**src/rtl/line_card_egress_tagger_pkg.sv**
```systemverilog
// Shared Ethernet definitions for the egress tagger: 802.1Q constants, FSM state
// encoding and a saturating counter helper.
package line_card_egress_tagger_pkg;

  localparam logic [15:0]  ETHERTYPE_DOT1Q = 16'h8100;
  localparam int unsigned  VLAN_ID_WIDTH   = 12;

  typedef enum logic [2:0] {
    IDLE,
    HDR,
    TAG,
    BODY,
    DROP
  } state_e;

  function automatic logic [31:0] sat_inc(input logic [31:0] v);
    return (v == '1) ? v : v + 32'd1;
  endfunction

endpackage

```
**src/rtl/axis_register_slice.sv**
```systemverilog
// Single-stage AXI-Stream register slice: accepts a beat when empty or draining,
// holds payload stable while the downstream stalls.
module axis_register_slice #(
  parameter int unsigned DATA_W = 32,
  parameter int unsigned USER_W = 1
) (
  input  logic                  clk,
  input  logic                  rst_n,
  input  logic                  s_valid,
  output logic                  s_ready,
  input  logic [DATA_W-1:0]     s_data,
  input  logic [DATA_W/8-1:0]   s_keep,
  input  logic                  s_last,
  input  logic [USER_W-1:0]     s_user,
  output logic                  m_valid,
  input  logic                  m_ready,
  output logic [DATA_W-1:0]     m_data,
  output logic [DATA_W/8-1:0]   m_keep,
  output logic                  m_last,
  output logic [USER_W-1:0]     m_user
);

  logic                valid_q, valid_d;
  logic [DATA_W-1:0]   data_q, data_d;
  logic [DATA_W/8-1:0] keep_q, keep_d;
  logic                last_q, last_d;
  logic [USER_W-1:0]   user_q, user_d;

  assign s_ready = !valid_q || m_ready;

  always_comb begin
    valid_d = valid_q;
    data_d  = data_q;
    keep_d  = keep_q;
    last_d  = last_q;
    user_d  = user_q;
    if (s_ready) begin
      valid_d = s_valid;
      if (s_valid) begin
        data_d = s_data;
        keep_d = s_keep;
        last_d = s_last;
        user_d = s_user;
      end
    end
  end

  always_ff @(posedge clk or negedge rst_n) begin
    if (!rst_n) begin
      valid_q <= 1'b0;
      data_q  <= '0;
      keep_q  <= '0;
      last_q  <= 1'b0;
      user_q  <= '0;
    end else begin
      valid_q <= valid_d;
      data_q  <= data_d;
      keep_q  <= keep_d;
      last_q  <= last_d;
      user_q  <= user_d;
    end
  end

  assign m_valid = valid_q;
  assign m_data  = data_q;
  assign m_keep  = keep_q;
  assign m_last  = last_q;
  assign m_user  = user_q;

endmodule

```
**src/rtl/line_card_egress_tagger.sv**
```systemverilog
// Egress VLAN handling for one port: forwards native-VLAN frames untouched, inserts an
// 802.1Q tag after the MAC addresses on trunk ports, drops everything else.
import line_card_egress_tagger_pkg::*;

module line_card_egress_tagger (
  input  logic                     aclk,
  input  logic                     areset_n,
  input  logic                     axi_rx_tvalid,
  output logic                     axi_rx_tready,
  input  logic [31:0]              axi_rx_tdata,
  input  logic [3:0]               axi_rx_tkeep,
  input  logic                     axi_rx_tlast,
  input  logic                     axi_rx_tuser,
  input  logic [VLAN_ID_WIDTH-1:0] rx_vlan,
  output logic                     axi_tx_tvalid,
  input  logic                     axi_tx_tready,
  output logic [31:0]              axi_tx_tdata,
  output logic [3:0]               axi_tx_tkeep,
  output logic                     axi_tx_tlast,
  output logic                     axi_tx_tuser,
  input  logic [VLAN_ID_WIDTH-1:0] port_vlan,
  input  logic                     port_trunk,
  output logic [31:0]              cnt_tagged,
  output logic [31:0]              cnt_untagged,
  output logic [31:0]              cnt_dropped
);

  state_e                   state_q, state_d;
  logic [1:0]               word_cnt_q, word_cnt_d;
  logic                     tagged_q, tagged_d;
  logic [VLAN_ID_WIDTH-1:0] vlan_q, vlan_d;
  logic                     live_q;
  logic [31:0]              cnt_tag_q, cnt_tag_d;
  logic [31:0]              cnt_untag_q, cnt_untag_d;
  logic [31:0]              cnt_drop_q, cnt_drop_d;

  logic        sl_valid, sl_ready;
  logic [31:0] sl_data;
  logic [3:0]  sl_keep;
  logic        sl_last, sl_user;
  logic        rx_fire, first_tagged, first_drop;

  always_comb begin
    state_d     = state_q;
    word_cnt_d  = word_cnt_q;
    tagged_d    = tagged_q;
    vlan_d      = vlan_q;
    cnt_tag_d   = cnt_tag_q;
    cnt_untag_d = cnt_untag_q;
    cnt_drop_d  = cnt_drop_q;
    sl_valid    = 1'b0;
    sl_data     = axi_rx_tdata;
    sl_keep     = axi_rx_tkeep;
    sl_last     = axi_rx_tlast;
    sl_user     = axi_rx_tuser;

    // live_q holds ready low until the first edge after reset release
    axi_rx_tready = (state_q == DROP) ? 1'b1 : (live_q && sl_ready && state_q != TAG);
    rx_fire       = axi_rx_tvalid && axi_rx_tready;
    first_drop    = (rx_vlan != port_vlan) && !port_trunk;
    first_tagged  = (rx_vlan != port_vlan) && port_trunk;

    unique case (state_q)
      IDLE: begin
        if (rx_fire) begin
          if (first_drop) begin
            if (axi_rx_tlast) cnt_drop_d = sat_inc(cnt_drop_q);
            else              state_d    = DROP;
          end else begin
            sl_valid = 1'b1;
            if (axi_rx_tlast) begin
              cnt_untag_d = sat_inc(cnt_untag_q);
            end else begin
              state_d    = HDR;
              word_cnt_d = 2'd1;
              tagged_d   = first_tagged;
              vlan_d     = rx_vlan;
            end
          end
        end
      end
      HDR: begin
        sl_valid = rx_fire;
        if (rx_fire) begin
          // a frame ending inside the MAC header is a runt and never gets a tag
          if (axi_rx_tlast) begin
            state_d     = IDLE;
            cnt_untag_d = sat_inc(cnt_untag_q);
          end else if (word_cnt_q == 2'd2) begin
            state_d = tagged_q ? TAG : BODY;
          end else begin
            word_cnt_d = word_cnt_q + 2'd1;
          end
        end
      end
      TAG: begin
        sl_valid = 1'b1;
        sl_data  = {ETHERTYPE_DOT1Q, 3'b000, 1'b0, vlan_q};
        sl_keep  = 4'hF;
        sl_last  = 1'b0;
        sl_user  = 1'b0;
        if (sl_ready) state_d = BODY;
      end
      BODY: begin
        sl_valid = rx_fire;
        if (rx_fire && axi_rx_tlast) begin
          state_d = IDLE;
          if (tagged_q) cnt_tag_d   = sat_inc(cnt_tag_q);
          else          cnt_untag_d = sat_inc(cnt_untag_q);
        end
      end
      DROP: begin
        if (rx_fire && axi_rx_tlast) begin
          state_d    = IDLE;
          cnt_drop_d = sat_inc(cnt_drop_q);
        end
      end
      default: state_d = IDLE;
    endcase
  end

  always_ff @(posedge aclk or negedge areset_n) begin
    if (!areset_n) begin
      state_q     <= IDLE;
      word_cnt_q  <= '0;
      tagged_q    <= 1'b0;
      vlan_q      <= '0;
      live_q      <= 1'b0;
      cnt_tag_q   <= '0;
      cnt_untag_q <= '0;
      cnt_drop_q  <= '0;
    end else begin
      state_q     <= state_d;
      word_cnt_q  <= word_cnt_d;
      tagged_q    <= tagged_d;
      vlan_q      <= vlan_d;
      live_q      <= 1'b1;
      cnt_tag_q   <= cnt_tag_d;
      cnt_untag_q <= cnt_untag_d;
      cnt_drop_q  <= cnt_drop_d;
    end
  end

  axis_register_slice #(
    .DATA_W(32),
    .USER_W(1)
  ) u_out_slice (
    .clk     (aclk),
    .rst_n   (areset_n),
    .s_valid (sl_valid),
    .s_ready (sl_ready),
    .s_data  (sl_data),
    .s_keep  (sl_keep),
    .s_last  (sl_last),
    .s_user  (sl_user),
    .m_valid (axi_tx_tvalid),
    .m_ready (axi_tx_tready),
    .m_data  (axi_tx_tdata),
    .m_keep  (axi_tx_tkeep),
    .m_last  (axi_tx_tlast),
    .m_user  (axi_tx_tuser)
  );

  assign cnt_tagged   = cnt_tag_q;
  assign cnt_untagged = cnt_untag_q;
  assign cnt_dropped  = cnt_drop_q;

endmodule

```
**config.mk**
```make
export PLATFORM = sky130hd
export DESIGN_NAME = line_card_egress_tagger
export DESIGN_NICKNAME = d
export VERILOG_FILES = /design/src/rtl/line_card_egress_tagger_pkg.sv /design/src/rtl/axis_register_slice.sv /design/src/rtl/line_card_egress_tagger.sv
export SDC_FILE = /design/constraint.sdc
export NUM_CORES = 1
export LEC_CHECK = 0
export ABC_AREA = 1
export CAP_MARGIN = 5
export CORE_MARGIN = 3
export CORE_UTILIZATION = 56
export DETAILED_ROUTE_END_ITERATION = 12
export GPL_TIMING_DRIVEN = 0
export PLACE_DENSITY = 0.87
export SLEW_MARGIN = 30
export SYNTH_ARGS = -nofsm -noshare
export SYNTH_HDL_FRONTEND = slang
export SYNTH_SLANG_ARGS = --single-unit
```
**constraint.sdc**
```tcl
create_clock -name aclk -period 3 [get_ports aclk]
set_input_delay 0.6 -clock aclk [delete_from_list [all_inputs] [get_ports aclk]]
set_output_delay 0.6 -clock aclk [all_outputs]
set_load 0.02 [all_outputs]
```
==> metrics.md, run 1 <==
| Metric | Value |
|---|---|
| Starting Density | 0.585 |
| Clock Latency Late Sink | 440 ps |
| Slowest cell on the critical path | dfrtp_1 |
| Largest net degree at the start of global routing | 88 |
| Final period util | 0.931 |
| Initial antenna violation count | 0 |
| Initial DRC count | 755 |
| Worst Hold Class | in2async |
| CTS tree | built |
| Via count | 9567 |
| Fraction of layout cells with a size suffix above 1 | 0.0713 |
| Utilization after layout | 0.768 |
| Main flop type after synthesis | dfrtp_1 |
| Clock tree buffer depth | 2 |
| DRT Wirelength | 27800 um |
| Critical Path Sink Type | output pin |
| Crit path kind | reg2out |
| Nets | 1643 |
| Sequential share of the synthesized area | 0.408 |
| CTS Sinks | 154 |
| Fin crit period | 2790 ps |
| Die Area | 18500 um^2 |
| Slowest cell delay on critical path | 450 ps |
| Clock Tree Root | clkbuf_16 |
| RSZ-0062 raised after global routing | false |
| Grt ovf | 0 |
| LEAKAGE | 5.66 nW |
| Slew headroom | 0.455 |
| Filler instances | 1214 |
| WL per Instance | 15.4 um |
| Net Count, Synth | 1421 |
| Req. time, crit path | 2400 ps |
| Ports | 203 |
| Placed instance area | 11800 um^2 |
| Vias in the first global route | 9065 |
| Hold Buf Count CTS | 0 |
| CP Buf/Inv Count | 4 |
| Antenna Cells | 0 |
| Syn_area_per_cell | 7.00 um^2 |
| Crit start category | flop |
| Pwr Density | 720 nW/um^2 |
| Synth Register Bits | 154 |
| Ys Warns | 0 |
| Final Skew | 11.8 ps |
| EDFF count, synth | 0 |
| Global Route Usage Sum | 0.300 |
| TritonRoute pass-1 iters | 6 |
| Final hold violations | 0 |
| Core region area | 16200 um^2 |
| Ys async rst share | 1.00 |
| DRC errors left | 0 |
| Hold WS | 97.2 ps |
| Tot Pwr | 8.94 mW |
| Most common cell after layout, fill and taps aside | nand2_1 |
| Final HPWL DP | 20700 um |
| Maxcap violations | 0 |
| Rows | 46 |
| Final setup vio count | 0 |
| Fin. max-slew vios | 0 |
| Top delay family on crit path | buffers and inverters |
| Most frequent cells in the layout | nand2_1 (495), clkdlybuf4s50_1 (200), inv_1 (160), dfrtp_1 (154), nor2_1 (130) |
| Synthesized area | 9450 um^2 |
| Reg2Reg Setup Slack | 580 ps |
| Placer Congestion | 0.963 |
| Least-Margin Pin Slew | 816 ps |
| Port bufs | 202 |
| Outcome | completed |
| Worst path cell trace | inv_1 > nand3_2 > clkinvlp_4 > clkbuf_2 > a21oi_1 > dlygate4sd2_1 |
| First-pass GRT wire length | 44400 um |
| DRT antenna net count | 0 |
| Die height | 136 um |
| Die X | 136 um |
| Synth unique cells | 33 |
| Maximum clock rate | 358 MHz |
| Final Cell Area | 12400 um^2 |
| Arrival time at the worst endpoint | 2190 ps |
| CTS H-tree lvls | 4 |
| Syn Inst Count | 1350 |
| Maximum VDD drop | 0.649 mV |
| Vias/cell | 5.31 |
| Synthesis-to-finish area growth | 31.4% |
| CP Max Fanout | 10 |
| Clock slew at reported path FFs | 70 ps |
| CTS Buf Count | 17 |
cell usage after synthesis, types with 15 or more instances:
master / n / area, um^2
nand2_1: 495 / 1860
inv_1: 161 / 604
dfrtp_1: 154 / 3850
nor2_1: 130 / 488
nand3_1: 66 / 330
nor3_1: 60 / 300
xor2_1: 55 / 482
o21ai_0: 53 / 265
nand4_1: 43 / 269
o21ai_2: 28 / 245
xnor2_1: 18 / 158
buf_2: 15 / 75.1
layout make-up:
cell class,count,area (um^2),share of cell area
Tap cell,216,270,0.0218
Timing Repair Buffer,204,2060,0.166
Sequential cell,154,3850,0.310
Buffer,42,245,0.0197
Clock buffer,17,425,0.0342
Clock inverter,15,211,0.0170
Multi-Input combinational cell,990,4740,0.382
Inverter,163,616,0.0496
metal layers:
| metal | part of all wire | wire [um] | global-route usage | vias up |
|---|---|---|---|---|
| li1 | - | - | - | 4674 |
| met1 | 0.42 | 11700 | 0.394 | 4445 |
| met2 | 0.48 | 13300 | 0.495 | 389 |
| met3 | 0.072 | 2010 | 0.0607 | 59 |
| met4 | 0.027 | 740 | 0.105 | 0 |
| met5 | 0 | 0 | 0 | - |
per-stage QoR:
step | setup TNS (ps) | std cells | setup slack (ps)
after CTS | 0 | 1801 | 214
after floorplan | 0 | 1350 | 959
after detailed placement | -30.8 | 1769 | -30.8
final | 0 | 1801 | 206
after global placement | -753380 | 1768 | -4910
after global routing | 0 | 1801 | 123
worst paths after layout:
path	cells past startpoint	startpoint	to
min in group aclk	2	u_out_slice.m_data[17]	u_out_slice.m_data[17]
max in group asynchronous	2	areset_n	cnt_untagged[28]
min	1	areset_n	cnt_dropped[3]
min reg2reg	2	u_out_slice.m_data[17]	u_out_slice.m_data[17]
max reg2reg	10	cnt_dropped[0]	cnt_dropped[30]
max	6	state_q[2]	axi_rx_tready
repair_timing:
item / CTS / global route
endpoints found under the setup margin: 1 / 0
resized for setup: 3 / 0
setup buffers: 1 / 0
worst reg2reg max path: stages, from the launching register on:
cell and delay, ps:
dfrtp_1 470, ha_1 290, nand2_1 120, nor3b_1 680, inv_1 90, nor2_1 300
nand2_1 120, nand2_1 70, nand2_1 50, nand4_1 80, nand2_1 50
where the power goes:
part           internal [mW]  switching [mW]  total (mW)
logic                   1.36            2.36        3.72
clock network           1.41           0.949        2.36
registers               2.54           0.322        2.87
kinds of logic (layout without fill, tap and decap cells):
family / count (synthesis) / in the layout / synth area share
flops: 154 / 154 / 0.408
simple gates: 824 / 824 / 0.369
compound gates: 88 / 88 / 0.0592
other cells: 1 / 1 / 0.000397
xor+xnor: 73 / 73 / 0.0676
buf+inv: 206 / 441 / 0.0909
fa+ha+maj: 4 / 4 / 0.00529
sequential cells by signal, summed over array words and instances (netlist names):
name and cells:
live_q 1, cnt_tagged 32, cnt_dropped 32, u_out_slice.m_keep 4, vlan_q 12, u_out_slice.m_last 1
cnt_untagged 32, tagged_q 1, u_out_slice.m_data 32, u_out_slice.m_user 1, u_out_slice.m_valid 1, state_q 3
word_cnt_q 2
Note: power is estimated with default switching activity, not from simulation.
==> run 2, diff against run 1 <==
SLEW_MARGIN = 25   (was 30)
==> metrics.md, run 2 (synthesis results as in run 1) <==
| Metric | Value |
|---|---|
| Maximum VDD drop | 0.659 mV |
| Most frequent cells in the layout | nand2_1 (495), clkdlybuf4s50_1 (200), inv_1 (160), dfrtp_1 (154), nor2_1 (130) |
| Arrival time at the worst endpoint | 2160 ps |
| Non-Filler Instances | 1801 |
| Clock Latency Late Sink | 430 ps |
| Outcome | completed |
| Nets | 1643 |
| CTS Buf Count | 17 |
| Filler instances | 1224 |
| Global Route Usage Sum | 0.299 |
| DRT antenna net count | 0 |
| Crit start category | flop |
| Critical Path Sink Type | output pin |
| First-pass GRT wire length | 44600 um |
| Largest net degree at the start of global routing | 90 |
| CP Max Fanout | 10 |
| Ports | 203 |
| RSZ-0062 raised after global routing | false |
| Antenna Cells | 0 |
| Reg2reg end | cnt_dropped[24] |
| Pre-CTS WS | -30.8 ps |
| Slew headroom | 0.434 |
| Placer Congestion | 0.963 |
| Synthesis-to-finish area growth | 31.3% |
| Fraction of layout cells with a size suffix above 1 | 0.0713 |
| CTS tree | built |
| Starting Density | 0.585 |
| Pwr Density | 714 nW/um^2 |
| DRT Wirelength | 27400 um |
| Fin. max-slew vios | 0 |
| Maximum clock rate | 362 MHz |
| Clock tree buffer depth | 2 |
| CTS Sinks | 154 |
| LEAKAGE | 5.65 nW |
| Worst Hold Class | in2async |
| TritonRoute pass-1 iters | 5 |
| Die Area | 18500 um^2 |
| R2r worst-path depth | 10 |
| Worst r2r src | cnt_dropped[0] |
| WL per Instance | 15.2 um |
| Vias in the first global route | 9224 |
| Die height | 136 um |
| Initial antenna violation count | 0 |
| Final setup vio count | 0 |
| Most common cell after layout, fill and taps aside | nand2_1 |
| Fin crit period | 2760 ps |
| Initial DRC count | 618 |
| Clock Tree Root | clkbuf_16 |
| Grt ovf | 0 |
| Core region area | 16200 um^2 |
| Maxcap violations | 0 |
| Final Worst Setup Slack | 240 ps |
| Port bufs | 202 |
| Hold WS | 97.4 ps |
| Least-Margin Pin Slew | 847 ps |
| CTS H-tree lvls | 4 |
| Via count | 9608 |
| DRC errors left | 0 |
| Final hold violations | 0 |
| Final period util | 0.920 |
| Req. time, crit path | 2400 ps |
| Vias/cell | 5.33 |
| Rows | 46 |
| Reg2Reg Setup Slack | 550 ps |
| Placed Cells | 1769 |
| Final Skew | 16.8 ps |
| Final HPWL DP | 20700 um |
| Tot Pwr | 8.86 mW |
| Die X | 136 um |
| Crit path kind | reg2out |
| Clock slew at reported path FFs | 70 ps |
| Utilization after layout | 0.767 |
-- run 2: cell types whose count changed in the layout (fill, tap and decap cells not counted), sizes merged --
cell      change
clkbuf        +1
clkinv        +1
bufinv        -1
inv           -2
clkinvlp      +1
-- run 2: worst max-delay path, cell delays in order (launching register included) --
cell	delay, ps
dfrtp_1	450
inv_1	100
nand3_2	220
clkinvlp_4	190
clkbuf_2	240
a21oi_1	150
dlygate4sd2_1	380
-- run 2: final cells by class --
class	instances	area, um^2	share of cell area
buffer	42	245	0.0198
sequential	154	3850	0.311
clock inverter	14	184	0.0148
timing repair buffer	204	2060	0.166
tap	216	270	0.0218
multi-input combinational	990	4740	0.382
inverter	163	616	0.0496
clock buffer	18	439	0.0354
-- run 2: how the worst max path moves through the flow --
stage / start / end / slack [ps] / cells past startpoint
floorplan: state_q[0] / axi_rx_tready / 960 / 6
global placement: areset_n / u_out_slice.m_data[30] / -4910 / 1
detailed placement: state_q[0] / axi_rx_tready / -30 / 7
CTS: state_q[2] / axi_rx_tready / 230 / 6
global route: state_q[2] / axi_rx_tready / 110 / 6
finish: state_q[2] / axi_rx_tready / 240 / 6
-- run 2: what timing repair did --
action | 4_1_cts | 5_1_grt
endpoints found under the setup margin | 1 | 0
gates resized for setup | 3 | 0
hold buffers | 0 | 0
setup buffers | 1 | 0
-- run 2: routing by layer --
layer,vias to the layer above,routed length [um],GRT usage
met4,0,704,0.106
met2,387,13100,0.490
met1,4472,11700,0.394
met5,-,0,0
li1,4692,-,-
met3,57,1940,0.0648
-- run 2: power breakdown --
| part | leakage (nW) | total [mW] | switching [mW] | internal (mW) |
|---|---|---|---|---|
| combinational | 3.36 | 3.71 | 2.35 | 1.36 |
| sequential | 1.99 | 2.87 | 0.325 | 2.54 |
| clock | 0.292 | 2.29 | 0.939 | 1.35 |
| total | 5.65 | 8.86 | 3.61 | 5.25 |
-- run 2: through the flow --
| step | area (um^2) | setup TNS [ps] |
|---|---|---|
| 2_1_floorplan | 9450 | 0 |
| 3_3_place_gp | 11700 | -753380 |
| 3_5_place_dp | 11800 | -30.8 |
| 4_1_cts | 12400 | 0 |
| 5_1_grt | 12400 | 0 |
| 6_report | 12400 | 0 |
==> RTL edit 1, RTL diff (flow settings as in run 1) <==
Encoding of `state_e`: now one-hot (5 bits for 5 states).
--- a/src/rtl/line_card_egress_tagger_pkg.sv
+++ b/src/rtl/line_card_egress_tagger_pkg.sv
@@ -7,8 +7,8 @@
 
-  typedef enum logic [2:0] {
-    IDLE,
-    HDR,
-    TAG,
-    BODY,
-    DROP
+  typedef enum logic [4:0] {
+    IDLE = 5'b00001,
+    HDR  = 5'b00010,
+    TAG  = 5'b00100,
+    BODY = 5'b01000,
+    DROP = 5'b10000
   } state_e;
Formal check against the unedited RTL: no difference found for any inputs over 4 cycles, from zero or initial values and one cycle with areset_n low; so few cycles prove little.
==> RTL edit 1 against run 1 <==
Sequential cell count grew 2; via count grew 1.6%; worst setup slack better by 150 ps; combinational power down 28%; final cell count is 0.44% lower; count of clock-buffer cells in the layout increased by 2; total power decreased by 14%; worst hold slack worse by 13 ps; synthesized area down 0.54%; critical path depth unchanged; wire length up 1.2%; sequential share of layout area increased by 0.72 points; final area down 0.96%; critical endpoint unchanged; largest power group is now sequential cells; highest routed layer unchanged.
==> RTL edit 1: results (changes against run 1) <==
* Synth top area cells: dfrtp_1, nand2_1, nand4_1
* Layout Cells excl Fill at 1793 (-0.44%)
* Inverters at 99 (-39%)
* Synth Area per Inst at 7.01 um2 (about the same)
* Power share of the combinational group at 0.350 (-0.065)
* Worst IR Drop VDD at 547 uV (-16%)
* Final worst-path cycle share at 0.882 (-0.0492)
* Min Hold Slack at 84.3 ps (-12.8 ps)
* Fraction of area in multi-input gates at 0.398 (+0.0161)
* Initial antenna violation count at 0 (unchanged)
* Clk tree area frac at 0.0469 (-0.00439)
* Leakage power at 5.86 nW (+3.5%)
* Post-CTS Setup Bufs at 0 (-1)
* DP Wirelength at 20.9 mm (+0.80%)
* CP peak stage delay at 650 ps (+200 ps)
* R2R Setup Slk at 620 ps (+40 ps)
* Input/output buffers at 202 (unchanged)
* Layout Skew at 12.7 ps (+0.882 ps)
* Complex-gate fraction of the synthesized area at 0.0192 (-0.0400)
* Vias/cell at 5.42 (+2.1%)
* Placer Congestion at 0.960 (-0.36%)
* Max-slew headroom at 0.584 (+0.130)
* Seq. cell area at 3910 um2 (+1.3%)
* Initial DRT Pass Iterations at 7 (+1)
* Number of global-route vias before repair at 9134 (+0.76%)
* Switching power at 0.00293 W (-19%)
* Clock Tree Buf Depth at 2 (unchanged)
* XOR/XNOR share of the synthesized area at 0.0624 (-0.00522)
* CP Data Arrival Time at 2050 ps (-140 ps)
* Sequential share of power at 0.370 (+0.050)
* Non-Clock Buffer Area Fraction at 0.186 (+0.000268)
* Asr flop ratio synth at 1.00 (unchanged)
* Nets at 1635 (-0.49%)
* First-pass GRT wire length at 45.4 mm (+2.2%)
* Fill cell count at 1237 (+1.9%)
* Initial drt markers at 764 (+1.2%)
* Status: finished, final reports clean
* Synth unique cells at 32 (-3.0%)
* Syn Nets at 1413 (-0.56%)
* Sequential area share after synthesis at 0.415 (+0.00768)
* Wire length per cell at 15.7 um (+1.7%)
* Synth top cells by count: nand2_1, dfrtp_1, nor2_1
* Crit-path max FO at 4 (-6)
* Crit path max-delay cell type: clkdlybuf4s50_1
* Non-clock buffer count at 251 (+2.0%)
* Tot GR Track Use at 0.307 (+0.00764)
* Layout cells sized above 1 at 0.0634 (-0.00788)
* Setup WS pre-CTS at 277 ps (+308 ps)
* Largest net degree at the start of global routing at 90 (+2.3%)
* Pins Over Slew Limit at 0 (unchanged)
* H-tree Lvls at 4 (unchanged)
* Placed Area at 11700 um2 (-0.44%)
* Die area at 18400 um2 (-0.51%)
* Synth Area in Adders at 0.00532 (+0.0000289)
* Multi-input gate count at 1039 (+4.9%)
* Clock buffer cells at 19 (+2)
* Number of flip-flops and latches at 156 (+1.3%)
* Post_cts resized at 0 (-3)
* PD cells at 624 nW/um2 (-13%)
==> RTL edit 1: final timing paths <==
kind                       depth (start not counted)             startpoint               endpoint
min                                                1               areset_n          cnt_tagged[1]
max                                                6          axi_tx_tready          axi_rx_tready
max in group asynchronous                          2               areset_n             state_q[0]
max reg2reg                                       10         cnt_dropped[0]        cnt_dropped[17]
min in group aclk                                  2  u_out_slice.m_data[8]  u_out_slice.m_data[8]
min reg2reg                                        2  u_out_slice.m_data[8]  u_out_slice.m_data[8]
==> RTL edit 1: routing by layer <==
metal | track usage | share of wire | vias to the layer above
li1 | - | - | 4746
met1 | 0.409 | 0.43 | 4541
met2 | 0.518 | 0.48 | 381
met3 | 0.0565 | 0.065 | 53
met4 | 0.0834 | 0.021 | 0
met5 | 0 | 0 | -
==> RTL edit 1: worst register-to-register path: stages (launching register included) <==
cell and delay (ps):
dfrtp_1 520, ha_1 330, inv_1 120, nor3_4 230
nand4_1 200, nor2_1 310, nor2_4 100, nand3_2 120
buf_2 240, nand2_1 90, nand2_1 70
==> RTL edit 2, RTL diff (flow settings as in run 1) <==
Made on the original files. Make the reset (`areset_n` and `rst_n`) synchronous in 2 clocked blocks.
--- a/src/rtl/axis_register_slice.sv
+++ b/src/rtl/axis_register_slice.sv
@@ -47,3 +47,3 @@
 
-  always_ff @(posedge clk or negedge rst_n) begin
+  always_ff @(posedge clk) begin
     if (!rst_n) begin
--- a/src/rtl/line_card_egress_tagger.sv
+++ b/src/rtl/line_card_egress_tagger.sv
@@ -121,3 +121,3 @@
 
-  always_ff @(posedge aclk or negedge areset_n) begin
+  always_ff @(posedge aclk) begin
     if (!areset_n) begin
Function: differs if areset_n is asserted again (counterexample within 4 cycles, from zero or initial values and one cycle with areset_n low); with areset_n held inactive, the same outputs for 4 cycles.
==> RTL edit 2 against run 1 <==
Final area fell by 5.1%; synthesized area fell by 6.5%; wire length fell by 0.86%; sequential cell count did not move; via count rose by 3.4%; worst hold slack improved by 350 ps; worst setup slack improved by 200 ps; synthesized cell count rose by 1.9%; critical path depth did not move; largest cell class unchanged.
Power is not compared: it rests on default switching activity, and its combinational part moved more than twofold at a synthesized area within 25%.
==> RTL edit 2: results (changes against run 1) <==
* Status: finished, final reports clean
* Fraction of area in multi-input gates at 0.424 (+0.0422)
* Non-clock buffer count at 262 (+6.5%)
* Tot GR Track Use at 0.309 (+0.00893)
* WL met3 at 2.24 mm (+11%)
* R2R cell count at 11 (+1)
* Met2 Track Usage GR at 0.516 (+0.0210)
* Hold Crit Endpoint: vlan_q[4]
* Layout Skew at 10.6 ps (-1.17 ps)
* Pin slew with the least headroom to its limit at 618 ps (-199 ps)
* Initial antenna violation count at 0 (unchanged)
* Met1 WL at 11.5 mm (-1.6%)
* Clk sinks at 154 (unchanged)
* First-pass GRT wire length at 44.8 mm (+0.90%)
* Antenna diodes at 0 (unchanged)
* Fill cell count at 1202 (-0.99%)
* Asr flop ratio synth at 0 (-1.00)
* Largest net degree at the start of global routing at 17 (-81%)
* Initial drt markers at 834 (+10%)
* Synth top cells by count: nand2_1, nor2_1, dfxtp_1
* Worst r2r dst: cnt_tagged[26]
* Synth top area cells: dfxtp_1, nand2_1, a21oi_1
* Setup WS pre-CTS at 366 ps (+397 ps)
* Number of global-route vias before repair at 9259 (+2.1%)
* Clock Latency Late Sink at 430 ps
* Met2 routed WL at 12.9 mm (-3.2%)
* Placer Congestion at 0.985 (+2.3%)
* Layout cells sized above 1 at 0.0591 (-0.0122)
* Sequential area share after synthesis at 0.349 (-0.0589)
* Synth unique cells at 35 (+6.1%)
* Drt total wl at 27.5 mm (-0.86%)
* R2R Setup Slk at 700 ps (+120 ps)
* Post-CTS Setup Bufs at 0 (-1)
* Via count at 9892 (+3.4%)
* Clock buffer cells at 19 (+2)
* Crit path max-delay cell type: clkdlybuf4s50_1
* Crit-path max FO at 2 (-8)
* Nets at 1666 (+1.4%)
* Met3 Use GR at 0.0712 (+0.0105)
* Seq area share at 0.262 (-0.0486)
* Post_cts resized at 0 (-3)
* Total placed cells including tap cells at 1787 (+1.0%)
* Multi-input gate count at 1045 (+5.6%)
* Input/output buffers at 201 (-0.50%)
* RR Startpoint: cnt_tagged[0]
* CP peak stage delay at 640 ps (+190 ps)
* Wire length per cell at 15.1 um (-1.8%)
* Hold WC Path Type: reg -> reg
* DP Wirelength at 21.0 mm (+1.6%)
* Inverters at 115 (-29%)
* Top_reg_cell synth: dfxtp_1
* CP Data Arrival Time at 2000 ps (-190 ps)
* Switching power at 0.00180 W
* Delay-heaviest family, CP: buffers and inverters
* Non-Clock Buffer Area Fraction at 0.199 (+0.0134)
* Clk tree area frac at 0.0566 (+0.00533)
* Met1 Use GR at 0.389 (-0.00527)
* Initial DRT Pass Iterations at 7 (+1)
* Cell count after synthesis at 1375 (+1.9%)
==> RTL edit 2: changes by cell type after synthesis, moves of 20 or more <==
| cell | before | now |
|---|---|---|
| inv_1 | 161 | 105 |
| nand3_1 | 66 | 113 |
| dfrtp_1 | 154 | 0 |
| nand2_1 | 495 | 418 |
| nand4_1 | 43 | 10 |
| dfxtp_1 | 0 | 154 |
| nor2_1 | 130 | 161 |
| o21ai_2 | 28 | 0 |
| o21ai_0 | 53 | 33 |
| a21oi_1 | 2 | 128 |
==> RTL edit 2: worst max path at each step <==
stage,startpoint,cells past startpoint,slack [ps],to
finish,axi_tx_tready,6,400,axi_rx_tready
global route,axi_tx_tready,6,330,axi_rx_tready
CTS,axi_tx_tready,6,390,axi_rx_tready
detailed placement,rx_vlan[2],13,370,u_out_slice.m_data[11]
global placement,axi_tx_tready,6,390,axi_rx_tready
floorplan,cnt_untagged[0],12,1080,cnt_untagged[23]
==> RTL edit 2: worst register-to-register path, stage by stage, from the launching register on <==
cell and delay, ps:
dfxtp_1 420, ha_1 240, inv_1 90, nor3_1 210
nand2_1 200, nor2_1 270, nand2_1 150, nand4_2 150
inv_2 80, buf_2 200, nand2_1 80, a21oi_1 60
==> RTL edit 2: cell families (layout without fill, tap and decap cells) <==
family / count (synthesis) / in the layout / share of synthesized area
adders and majority gates: 4 / 4 / 0.00566
buffers and inverters: 176 / 409 / 0.0865
AOI/OAI and AO/OA: 172 / 172 / 0.101
and+or+nand+nor: 785 / 785 / 0.375
xor gates and xnor gates: 84 / 84 / 0.0832
DFF: 154 / 154 / 0.349
==> RTL edit 2: stage by stage <==
step	area [um2]	hold WS, ps
after CTS	11800	448
after floorplan	8840	425
after detailed placement	11100	438
final	11800	449
after global routing	11800	474
after global placement	11100	440
